`src/rtl/sram_cp_pkg.sv`:
```
// Shared types, widths and state encodings for the SRAM compute-in-memory
// controller and its WAIT timer.
package sram_cp_pkg;

  localparam int ADDR_W = 8;
  localparam int DATA_W = 32;
  localparam int SEL_W  = 16;
  localparam int Q_W    = 192;
  localparam int IN_W   = 8;
  localparam int IDX_W  = 3;
  localparam int CNT_W  = 4;

  typedef enum logic {
    OP_WR   = 1'b0,
    OP_COMP = 1'b1
  } op_e;

  typedef logic [2:0] state_t;

  localparam state_t S_IDLE = 3'd0;
  localparam state_t S_WR   = 3'd1;
  localparam state_t S_SET  = 3'd2;
  localparam state_t S_COMP = 3'd3;
  localparam state_t S_WAIT = 3'd4;
  localparam state_t S_SAMP = 3'd5;
  localparam state_t S_HOLD = 3'd6;

  typedef struct packed {
    logic [ADDR_W-1:0] addr;
    logic [DATA_W-1:0] data;
    logic [IN_W-1:0]   vec;
    logic [IDX_W-1:0]  nbits;
    logic [SEL_W-1:0]  sel;
  } cmd_t;

  typedef struct packed {
    logic [ADDR_W-1:0] a;
    logic [DATA_W-1:0] d;
    logic [SEL_W-1:0]  sel_array;
    logic              set;
    logic              comp;
    logic              inbit;
    logic              wait_;
    logic              model;
    logic              col_en;
    logic              reg_en;
    logic              wrt;
  } drive_t;

  // States in which the macro is held in compute mode (SET through HOLD).
  function automatic logic in_compute(input state_t s);
    return (s == S_SET) || (s == S_COMP) || (s == S_WAIT) ||
           (s == S_SAMP) || (s == S_HOLD);
  endfunction

  function automatic logic plane_is_last(input logic [IDX_W-1:0] idx,
                                         input logic [IDX_W-1:0] nbits);
    return idx == nbits;
  endfunction

endpackage

```
`src/rtl/sram_cp_timer.sv`:
```
// Loadable down-counter that times the charge-settle (WAIT) phase; done is
// raised while the count sits at one, i.e. in the last enabled cycle.
module sram_cp_timer
  import sram_cp_pkg::*;
(
  input  logic             clk_i,
  input  logic             rst_i,
  input  logic             load_i,
  input  logic [CNT_W-1:0] load_val_i,
  input  logic             en_i,
  output logic             done_o
);

  logic [CNT_W-1:0] cnt_q;
  logic [CNT_W-1:0] cnt_d;

  // Load has priority; decrement saturates at zero.
  always_comb begin
    cnt_d = cnt_q;
    if (load_i) begin
      cnt_d = load_val_i;
    end else if (en_i && (cnt_q != {CNT_W{1'b0}})) begin
      cnt_d = cnt_q - CNT_W'(1);
    end else begin
      cnt_d = cnt_q;
    end
  end

  // Count register.
  always_ff @(posedge clk_i or posedge rst_i) begin
    if (rst_i) begin
      cnt_q <= {CNT_W{1'b0}};
    end else begin
      cnt_q <= cnt_d;
    end
  end

  assign done_o = (cnt_q == CNT_W'(1));

endmodule

```
`src/rtl/sram_cp_ctrl.sv`:
```
// Sequencer for an SRAM compute-in-memory macro: single-cycle row writes and
// bit-serial compute (SET/COMP/WAIT/SAMP per plane) with a held result handshake.
module sram_cp_ctrl
  import sram_cp_pkg::*;
#(
  parameter int unsigned WAIT_CYC = 2
)
(
  input  logic              clk,
  input  logic              rst,
  input  logic              cmd_valid,
  output logic              cmd_ready,
  input  logic              cmd_op,
  input  logic [ADDR_W-1:0] cmd_addr,
  input  logic [DATA_W-1:0] cmd_data,
  input  logic [IN_W-1:0]   cmd_in,
  input  logic [IDX_W-1:0]  cmd_nbits,
  input  logic [SEL_W-1:0]  cmd_sel,
  output logic              rsp_valid,
  input  logic              rsp_ready,
  output logic [Q_W-1:0]    rsp_data,
  output logic [IDX_W-1:0]  rsp_idx,
  output logic              rsp_last,
  output logic [ADDR_W-1:0] a,
  output logic [DATA_W-1:0] d,
  output logic [SEL_W-1:0]  sel_array,
  output logic              set,
  output logic              comp,
  output logic              inbit,
  output logic              wait_,
  output logic              model,
  output logic              col_en,
  output logic              reg_en,
  output logic              wrt,
  input  logic [Q_W-1:0]    q
);

  state_t           state_q;
  state_t           state_d;
  cmd_t             cmd_q;
  cmd_t             cmd_d;
  logic [IDX_W-1:0] bit_idx_q;
  logic [IDX_W-1:0] bit_idx_d;
  drive_t           drv_q;
  drive_t           drv_d;
  logic             rsp_valid_q;
  logic [Q_W-1:0]   rsp_data_q;
  logic [IDX_W-1:0] rsp_idx_q;
  logic             rsp_last_q;
  logic             tmr_done;

  sram_cp_timer u_timer (
    .clk_i      (clk),
    .rst_i      (rst),
    .load_i     (state_q == S_COMP),
    .load_val_i (CNT_W'(WAIT_CYC)),
    .en_i       (state_q == S_WAIT),
    .done_o     (tmr_done)
  );

  // Next state, command latch and bit-plane index.
  always_comb begin
    state_d   = state_q;
    cmd_d     = cmd_q;
    bit_idx_d = bit_idx_q;
    case (state_q)
      S_IDLE: begin
        if (cmd_valid) begin
          cmd_d.addr  = cmd_addr;
          cmd_d.data  = cmd_data;
          cmd_d.vec   = cmd_in;
          cmd_d.nbits = cmd_nbits;
          cmd_d.sel   = cmd_sel;
          bit_idx_d   = {IDX_W{1'b0}};
          state_d     = (cmd_op == OP_COMP) ? S_SET : S_WR;
        end else begin
          state_d = S_IDLE;
        end
      end
      S_WR:   state_d = S_IDLE;
      S_SET:  state_d = S_COMP;
      S_COMP: state_d = S_WAIT;
      S_WAIT: begin
        if (tmr_done) begin
          state_d = S_SAMP;
        end else begin
          state_d = S_WAIT;
        end
      end
      S_SAMP: state_d = S_HOLD;
      S_HOLD: begin
        if (rsp_ready && rsp_last_q) begin
          state_d = S_IDLE;
        end else if (rsp_ready) begin
          bit_idx_d = bit_idx_q + IDX_W'(1);
          state_d   = S_SET;
        end else begin
          state_d = S_HOLD;
        end
      end
      default: state_d = S_IDLE;
    endcase
  end

  // Macro drive decoded from the next state so the pins come straight off flops.
  always_comb begin
    drv_d = '0;
    if (state_d != S_IDLE) begin
      drv_d.a = cmd_d.addr;
    end else begin
      drv_d.a = {ADDR_W{1'b0}};
    end
    if (in_compute(state_d)) begin
      drv_d.model     = 1'b1;
      drv_d.sel_array = cmd_d.sel;
      drv_d.inbit     = cmd_d.vec[bit_idx_d];
    end else begin
      drv_d.model     = 1'b0;
      drv_d.sel_array = {SEL_W{1'b0}};
      drv_d.inbit     = 1'b0;
    end
    case (state_d)
      S_WR: begin
        drv_d.wrt    = 1'b1;
        drv_d.col_en = 1'b1;
        drv_d.d      = cmd_d.data;
      end
      S_SET:   drv_d.set    = 1'b1;
      S_COMP:  drv_d.comp   = 1'b1;
      S_WAIT:  drv_d.wait_  = 1'b1;
      S_SAMP:  drv_d.reg_en = 1'b1;
      default: drv_d.wrt    = 1'b0;
    endcase
  end

  // Control state, latched command and registered macro drive.
  always_ff @(posedge clk or posedge rst) begin
    if (rst) begin
      state_q   <= S_IDLE;
      cmd_q     <= '0;
      bit_idx_q <= {IDX_W{1'b0}};
      drv_q     <= '0;
    end else begin
      state_q   <= state_d;
      cmd_q     <= cmd_d;
      bit_idx_q <= bit_idx_d;
      drv_q     <= drv_d;
    end
  end

  // Result capture at the end of SAMP; held untouched through HOLD.
  always_ff @(posedge clk or posedge rst) begin
    if (rst) begin
      rsp_valid_q <= 1'b0;
      rsp_data_q  <= {Q_W{1'b0}};
      rsp_idx_q   <= {IDX_W{1'b0}};
      rsp_last_q  <= 1'b0;
    end else begin
      rsp_valid_q <= (state_d == S_HOLD);
      if (state_q == S_SAMP) begin
        rsp_data_q <= q;
        rsp_idx_q  <= bit_idx_q;
        rsp_last_q <= plane_is_last(bit_idx_q, cmd_q.nbits);
      end else begin
        rsp_data_q <= rsp_data_q;
        rsp_idx_q  <= rsp_idx_q;
        rsp_last_q <= rsp_last_q;
      end
    end
  end

  assign cmd_ready = (state_q == S_IDLE);
  assign rsp_valid = rsp_valid_q;
  assign rsp_data  = rsp_data_q;
  assign rsp_idx   = rsp_idx_q;
  assign rsp_last  = rsp_last_q;
  assign a         = drv_q.a;
  assign d         = drv_q.d;
  assign sel_array = drv_q.sel_array;
  assign set       = drv_q.set;
  assign comp      = drv_q.comp;
  assign inbit     = drv_q.inbit;
  assign wait_     = drv_q.wait_;
  assign model     = drv_q.model;
  assign col_en    = drv_q.col_en;
  assign reg_en    = drv_q.reg_en;
  assign wrt       = drv_q.wrt;

endmodule

```
`config.mk`:
```
export PLATFORM = sky130hd
export DESIGN_NAME = sram_cp_ctrl
export DESIGN_NICKNAME = d
export VERILOG_FILES = /design/src/rtl/sram_cp_pkg.sv /design/src/rtl/sram_cp_timer.sv /design/src/rtl/sram_cp_ctrl.sv
export SDC_FILE = /design/constraint.sdc
export NUM_CORES = 1
export LEC_CHECK = 0
export ABC_AREA = 0
export BUFFER_PORTS_ARGS = -buffer_cell sky130_fd_sc_hd__buf_2
export CAP_MARGIN = 20
export CORE_AREA = 10 10 198 200
export CTS_CLUSTER_SIZE = 25
export DETAILED_ROUTE_END_ITERATION = 7
export DIE_AREA = 0 0 208 210
export PLACE_DENSITY = 0.57
export SYNTH_ARGS = -nofsm -noshare
export SYNTH_HDL_FRONTEND = slang
export SYNTH_SLANG_ARGS = --single-unit
```
`constraint.sdc`:
```
create_clock -name clk -period 10.1 [get_ports clk]
set_input_delay 0.505 -clock clk [delete_from_list [all_inputs] [get_ports clk]]
set_output_delay 0.505 -clock clk [all_outputs]
set_load 0.1 [all_outputs]
```
# After elaboration in Yosys (flattened, before gate mapping)
# Index checks and enable logic that the tools add are counted.
word_totals:
  reg_bits: 337
  latchBits: 0
  ramBits: 0
  rom_bits: 0
  input_bits: 264
  out_inout_bits: 262
  wordCells: 75
  memories: 0
op_classes:
  addsub: 2
  n_mul: 0
  div: 0
  magnitude_cmp: 1
  n_eq_ne: 13
  shifts: 0
  muxes: 26
  bitwise_logic: 0
  n_reduce_logical: 11
op_table:
  columns: ["op", "n"]
  rows:
  - ["67-bit two-way mux", 2]
  - ["32-bit two-way mux", 1]
  - ["3-bit equality test (second input constant)", 6]
  - ["3-bit case mux with 6 select lines", 1]
  - ["16-bit two-way mux", 1]
  - ["3-bit two-way mux", 5]
  - ["3-bit by 2-bit equality test with 1-bit output (second input constant)", 4]
  - ["1-bit two-way mux", 9]
  - ["4-bit two-way mux", 2]
  - ["8-bit two-way mux", 1]
  - ["3-bit case mux with 2 select lines", 1]
  - ["4-bit by 1-bit equality test with 1-bit output (second input constant)", 1]
  - ["1-bit logical OR", 4]
  - ["3-bit by 4-bit < comparator with 1-bit output (second input constant)", 1]
  - ["2-bit two-way mux", 2]
  - ["4-bit nonzero test", 1]
  - ["4-bit by 1-bit subtractor with 4-bit output (second input constant)", 1]
  - ["3-bit by 1-bit adder with 3-bit output (second input constant)", 1]
  - ["1-bit binary-select mux with 3-bit select", 1]
  - ["3-bit by 1-bit equality test with 1-bit output (second input constant)", 1]
  - ["3-bit equality test", 1]
  - ["3-bit zero test", 1]
  - ["3-bit nonzero test", 1]
  - ["1-bit logical AND", 2]
  - ["2 further kinds", 2]

# Depth between registers and ports, before layout
# Gate-level depths: netlist (run 1).
depth:
  word_depth: 9
  ltp_mapped: 8
  ltp_nobuf: 7

# Hierarchy
# Synthesis (run 1) repeated with hierarchy kept, for this count alone.
unflattened:
  cells_unflattened: 827
  hier_area_um2: 11566.1
by_module_without_submodules:
  columns: ["module", "n_inst", "cells_per_inst", "area_per_inst_um2"]
  rows:
  - ["sram_cp_ctrl", 1, 797, 11279.6]
  - ["sram_cp_timer", 1, 30, 286.5]

# Least setup slack after synthesis (run 1)
# No wires, ideal clock.
synth_timing:
  kind: "register to output"
  start: "reg state_q[0]"
  end: "out cmd_ready"
  arrival_ps: 2732
  required_ps: 9595
  slack_ps: 6863
  stages_incl_launch_ff: 4
  cell_sequence: "dfrtp_1 -> buf_2 -> buf_2 -> nor3_1"
synth_between:
  elab_chain_cells: 1
synth_rtl:
  columns: ["element", "line", "source"]
  rows:
  - ["start: declaration", "sram_cp_ctrl.sv:38", "state_t state_q;"]
  - ["start signal: assignment", "sram_cp_ctrl.sv:144", "state_q <= state_d;"]
  - ["3-bit zero test", "sram_cp_ctrl.sv:172", "assign cmd_ready = (state_q == S_IDLE);"]
  - ["end: declaration", "sram_cp_ctrl.sv:12", "output logic cmd_ready,"]
# Every way passes these cells.

==> results of run 1 <==
-- flip-flops by register name (all words and copies together), names as in the netlist, 3 cells and up --
signal and flops:
rsp_data 192, rsp_idx 3, cmd_q 35, state_q 3, bit_idx_q 3, d 32, u_timer.cnt_q 4, sel_array 16
a 8
-- cells in the mapped netlist (3+ instances only) --
cell type	count	area, µm²
mux2_2	200	2250
o21ai_0	5	25.0
inv_1	5	18.8
mux2_1	3	33.8
nor3_1	38	190
a21oi_1	32	160
nand2_1	123	462
dfrtp_1	305	7630
xor2_1	5	43.8
buf_2	29	145
nor4_1	3	18.8
ha_1	4	50.1
nor2_1	11	41.3
clkbuf_1	15	56.3
-- critical path: stages (launching register included) --
cell and delay [ns]:
dfrtp_1 0.58, nor4b_4 0.89, buf_4 0.62, mux2_2 0.41, a21oi_1 0.16, nor4_2 0.06
o41a_1 0.40
-- area by class of cell --
type	instances	area [µm²]	area share
Antenna cell	4	10.0	0.000631
Inverter	7	33.8	0.00213
Multi-Input combinational cell	459	3600	0.227
Clock buffer	55	1110	0.0702
Sequential cell	305	7630	0.481
Clock inverter	9	176	0.0111
Timing Repair Buffer	533	2720	0.172
Tap cell	461	577	0.0364
-- per-stage QoR --
step           utilization  setup WS [ns]  cell area [µm²]  hold WS, ns  instances
2_1_floorplan            -           1.16            11500        0.439        819
3_3_place_gp         0.413           6.95            14500        0.452       1764
3_5_place_dp         0.413           6.85            14500        0.456       1764
4_1_cts              0.449           6.82            15800        0.165       1828
5_1_grt              0.450           6.61            15900        0.188       1830
6_report             0.450           6.85            15900        0.171       1833
-- per-layer routing --
metal  vias to the layer above  GRT usage  routed length [µm]
met2                       358      0.295               19500
met4                        30     0.0540                1050
met5                         -          0                 186
met3                        88     0.0886                4270
met1                      4124      0.197               15100
li1                       3840          -                   -
-- path summary, 6_finish.rpt --
check / from / endpoint / slack [ns] / depth (start not counted)
max: state_q[0]$_DFF_PP0_ / inbit$_DFF_PP0_ / 6.85 / 6
min: rst / rsp_data[120]$_DFFE_PP0N_ / 0.17 / 2
max reg2reg: state_q[0]$_DFF_PP0_ / inbit$_DFF_PP0_ / 6.85 / 6
min reg2reg: cmd_q[64]$_DFF_PP0_ / cmd_q[64]$_DFF_PP0_ / 0.46 / 2
max in group asynchronous: rst / reg_en$_DFF_PP0_ / 8.32 / 3
min in group clk: cmd_nbits[2] / cmd_q[18]$_DFFE_PP0P_ / 0.20 / 3
-- cells by family (layout without fill, tap and decap cells) --
kind of cell	count (synthesis)	count (layout)
flops	305	305
mux	204	204
simple gates	194	194
buf+inv	55	604
compound gates	51	51
xor+xnor	6	6
fa+ha+maj	4	4
other cells	0	4
-- cells in the final DEF, fill, tap and decap left out, drive strengths merged, types with 2 or more instances in the layout --
master | Yosys | final
nand3b | 2 | 2
nor2 | 11 | 11
clkbuf | 15 | 55
bufinv | 0 | 5
xor2 | 5 | 5
nor4 | 4 | 4
mux2 | 203 | 203
or3b | 3 | 3
nor2b | 2 | 2
clkinv | 0 | 3
diode | 0 | 4
dfrtp | 305 | 305
nand2b | 2 | 2
inv | 7 | 7
o21ai | 7 | 7
a2bb2oi | 2 | 2
a21o | 2 | 2
nor3 | 38 | 38
nand3 | 2 | 2
nand2 | 123 | 123
buf | 33 | 533
nor3b | 2 | 2
ha | 4 | 4
a21oi | 33 | 33
==> impl_metrics.csv, run 1 <==
group,metric,value,unit
sta,hold_violations,0,
sta,tightestPinTransition,1.01,ns
place,io_buffer_count,525,
logic_synthesis,avgSynthCellArea,14.0,µm²
clocking,cts_buffers,36,
route,num_vias,8440,
logic_synthesis,synthesis.nets,1087,
route,drtPass1Iterations,4,
sta,slew_violations,0,
sta,relSlewSlack,0.329,
logic_synthesis,syn_inst,819,
clocking,cts_tree,"done",
logic_synthesis,ys_ff_latch,305,
route,drtIter0Drc,437,
clocking,clkTransAtPathRegs,0.06,ns
logic_synthesis,synth-adder-area-share,0.00436,
place,dp_hpwl,30700,µm
sta,skew,0.00909,ns
worst_setup_path,worstPathMaxFanout,53,
sta,rsz0062_at_grt,"no",
floorplan,pin_count,526,
sta,max_freq,308,MHz
logic_synthesis,synthSimpleGateAreaFrac,0.0762,
outcome,status,"finished clean",
worst_setup_path,arrival,3.63,ns
clocking,clk_latency,0.51,ns
route,ant_nets,0,
clocking,cts_max_level,2,
finish,area_growth,38.3,%
sta,timing.final.crit_period,3.25,ns
finish,drive_gt1_frac,0.587,
route,wl_per_cell,21.9,µm
worst_setup_path,critPathLaunchType,"flop",
floorplan,start_util,0.326,
logic_synthesis,synth_mux_area_frac,0.200,
logic_synthesis,netlist_area,11500,µm²
clocking,ctsRootBufferMaster,"clkbuf_16",
sta,fin_crit_sh,0.321,
global_routing,grt-ovfl-total,0,
worst_setup_path,worstPathRequired,10.48,ns
logic_synthesis,ys_types,44,
clocking,clockBufferDepth,3,
place,gp_congestion,0.774,
job,drv_cap,0,
worst_setup_path,crit_type,"flop to flop",
finish,fin_nets,1610,
floorplan,die_y,210,µm
worst_hold_path,hold_class,"input port to async pin",
floorplan,core_area,35200,µm²
floorplan,std_cell_rows,69,
finish,nFillCells,3295,
logic_synthesis,synth-xor-area-share,0.00458,
logic_synthesis,yosysWarnings,0,
sta,finalSetupViolations,0,
logic_synthesis,ys_seq_area_frac,0.665,
global_routing,track_usage,0.178,
logic_synthesis,synthArstFlopShare,1.00,
logic_synthesis,synth_top_family_by_area,"multiplexers",
clocking,hold_buffers,0,
logic_synthesis,synth_edf_count,0,
route,via_per_inst,4.60,
floorplan,die_w,208,µm
global_routing,grt_max_degree,170,
worst_setup_path,end_kind,"flop",
global_routing,grt_pass1_vias,8980,
clocking,clock_sinks,305,
route,drcViolationCount,0,
global_routing,grt_pass1_wl,59700,µm
clocking,cts-resized-gates,0,
sta,fin_setup_tns,0,ns
logic_synthesis,ys.flop_type,"dfrtp_1",
route,routed_wl,40100,µm
logic_synthesis,synth_compound_area_frac,0.0272,
floorplan,dieArea,43700,µm²
global_routing,antenna_found_initial,21,
clocking,cts_setup_buffers,0,
Power of run 1 is not shown: default switching activity piles up to over one toggle a cycle in this logic, so the estimate is an artifact.
==> run 2: changes to the inputs <==
==> constraint.sdc (replaced) <==
create_clock -name clk -period 3.3 [get_ports clk]
set_input_delay 0.165 -clock clk [delete_from_list [all_inputs] [get_ports clk]]
set_output_delay 0.165 -clock clk [all_outputs]
set_load 0.1 [all_outputs]
==> run 2 against run 1 <==
Net effect: critical path depth decreased by 1; global-route usage increased by 1.5 points; cell count up 14%; final area up 16%; register-to-register slack got worse by 6.0 ns; utilization is 7.1 points higher; flip-flop and latch count did not move; die area unchanged; routed wire length is 8.8% higher; first-iteration DRC count rose by 5.7%; critical path type unchanged.
==> impl_metrics.csv, run 2 (synthesis results as in run 1) <==
group,metric,value,unit
route,num_vias,9483,
worst_setup_path,worstPathMaxFanout,16,
sta,slew_violations,0,
finish,largest_reg_flops,192,
finish,area_growth,59.9,%
sta,tightestPinTransition,0.744,ns
clocking,cts_max_level,2,
route,via_per_inst,4.53,
global_routing,track_usage,0.192,
finish,final_cells,2095,
finish,fin_nets,1875,
floorplan,die_w,208,µm
worst_setup_path,worstPathRequired,3.68,ns
worst_setup_path,arrival,2.83,ns
sta,rsz0062_at_grt,"no",
worst_hold_path,hold_class,"input port to flop",
route,ant_nets,0,
clocking,clk_latency,0.51,ns
outcome,status,"finished clean",
global_routing,grt-ovfl-total,0,
clocking,hold_buffers,260,
floorplan,core_area,35200,µm²
route,drtIter0Drc,462,
sta,relSlewSlack,0.503,
job,drv_cap,0,
clocking,cts_tree,"done",
clocking,ctsRootBufferMaster,"clkbuf_16",
floorplan,die_y,210,µm
global_routing,antenna_found_initial,4,
clocking,cts_setup_buffers,0,
floorplan,dieArea,43700,µm²
route,wl_per_cell,20.8,µm
floorplan,pin_count,526,
finish,drive_gt1_frac,0.491,
sta,skew,0.0110,ns
floorplan,std_cell_rows,69,
worst_hold_path,min_path_cells,4,
sta,fin_crit_sh,0.742,
global_routing,grt_pass1_wl,66000,µm
worst_setup_path,critPathLaunchType,"flop",
worst_setup_path,r2r_cells,5,
clocking,cts_buffers,34,
route,routed_wl,43600,µm
global_routing,grt_max_degree,106,
place,gp_congestion,0.803,
finish,layout_common_cells,"buf_2, dfrtp_1, dlygate4sd3_1",
finish,layout_commonest_cell,"buf_2",
sta,timing.final.crit_period,2.45,ns
route,drtPass1Iterations,4,
route,drcViolationCount,0,
place,io_buffer_count,525,
sta,hold_violations,0,
clocking,clkTransAtPathRegs,0.06,ns
place,dp_hpwl,31000,µm
place,dp.cells,1772,
sta,max_freq,408,MHz
clocking,cts-resized-gates,0,
clocking,clock_sinks,305,
sta,finalSetupViolations,0,
global_routing,grt_pass1_vias,10400,
floorplan,start_util,0.326,
clocking,clockBufferDepth,3,
worst_setup_path,crit_type,"flop to flop",
worst_setup_path,end_kind,"flop",
run 2: cell count changes in the layout (fill, tap and decap cells not counted), moves of 2 or more:
cell	change
dlygate4sd3_1	+260
clkbuf_8	-8
buf_4	+5
clkbuf_1	+4
buf_12	+3
bufinv_16	-3
clkinv_2	+2
run 2: cell type report:
class / count / area [µm²]
inverters: 7 / 30.0
clock inverters: 7 / 87.6
flip-flops and latches: 305 / 7630
diodes: 5 / 12.5
fillers: 3026 / 16900
clock buffers: 51 / 1020
well taps: 461 / 577
multi-input cells: 459 / 3600
repair buffers: 800 / 5390
run 2: final timing paths:
path                                       from                        to  slack (ns)
max reg2reg                state_q[1]$_DFF_PP0_           inbit$_DFF_PP0_        0.85
min reg2reg                  cmd_q[9]$_DFF_PP0_        cmd_q[9]$_DFF_PP0_        0.47
max                        state_q[1]$_DFF_PP0_           inbit$_DFF_PP0_        0.85
min                                   rsp_ready       rsp_valid$_DFF_PP0_        0.11
min in group asynchronous                   rst  rsp_data[65]$_DFFE_PP0N_        0.35
max in group asynchronous                   rst   rsp_data[7]$_DFFE_PP0N_        1.93
run 2: stage by stage:
step | instance area, µm² | utilization | hold WS, ns | worst slack, ns | TNS [ns]
final | 18300 | 0.521 | 0.109 | 0.851 | 0
after global routing | 18300 | 0.521 | 0.141 | 0.744 | 0
after CTS | 18300 | 0.521 | 0.0799 | 0.824 | 0
after detailed placement | 14600 | 0.415 | 0.321 | 0.834 | 0
after global placement | 14600 | 0.415 | 0.323 | 0.877 | 0
after floorplan | 11500 | - | 0.270 | -0.922 | -281.21
run 2: critical path: stages, from the launching register on:
cell	delay, ns
dfrtp_1	0.55
nor4b_4	0.70
mux2_2	0.42
nor3_1	0.21
nor4_1	0.08
o41a_1	0.36
run 2: metal layers:
metal | global-route usage | routed length (µm)
met1 | 0.217 | 16900
met5 | 0 | 13
met2 | 0.336 | 21700
met4 | 0.0530 | 961
met3 | 0.0717 | 4010
Power of run 2 is left out for the same reason.
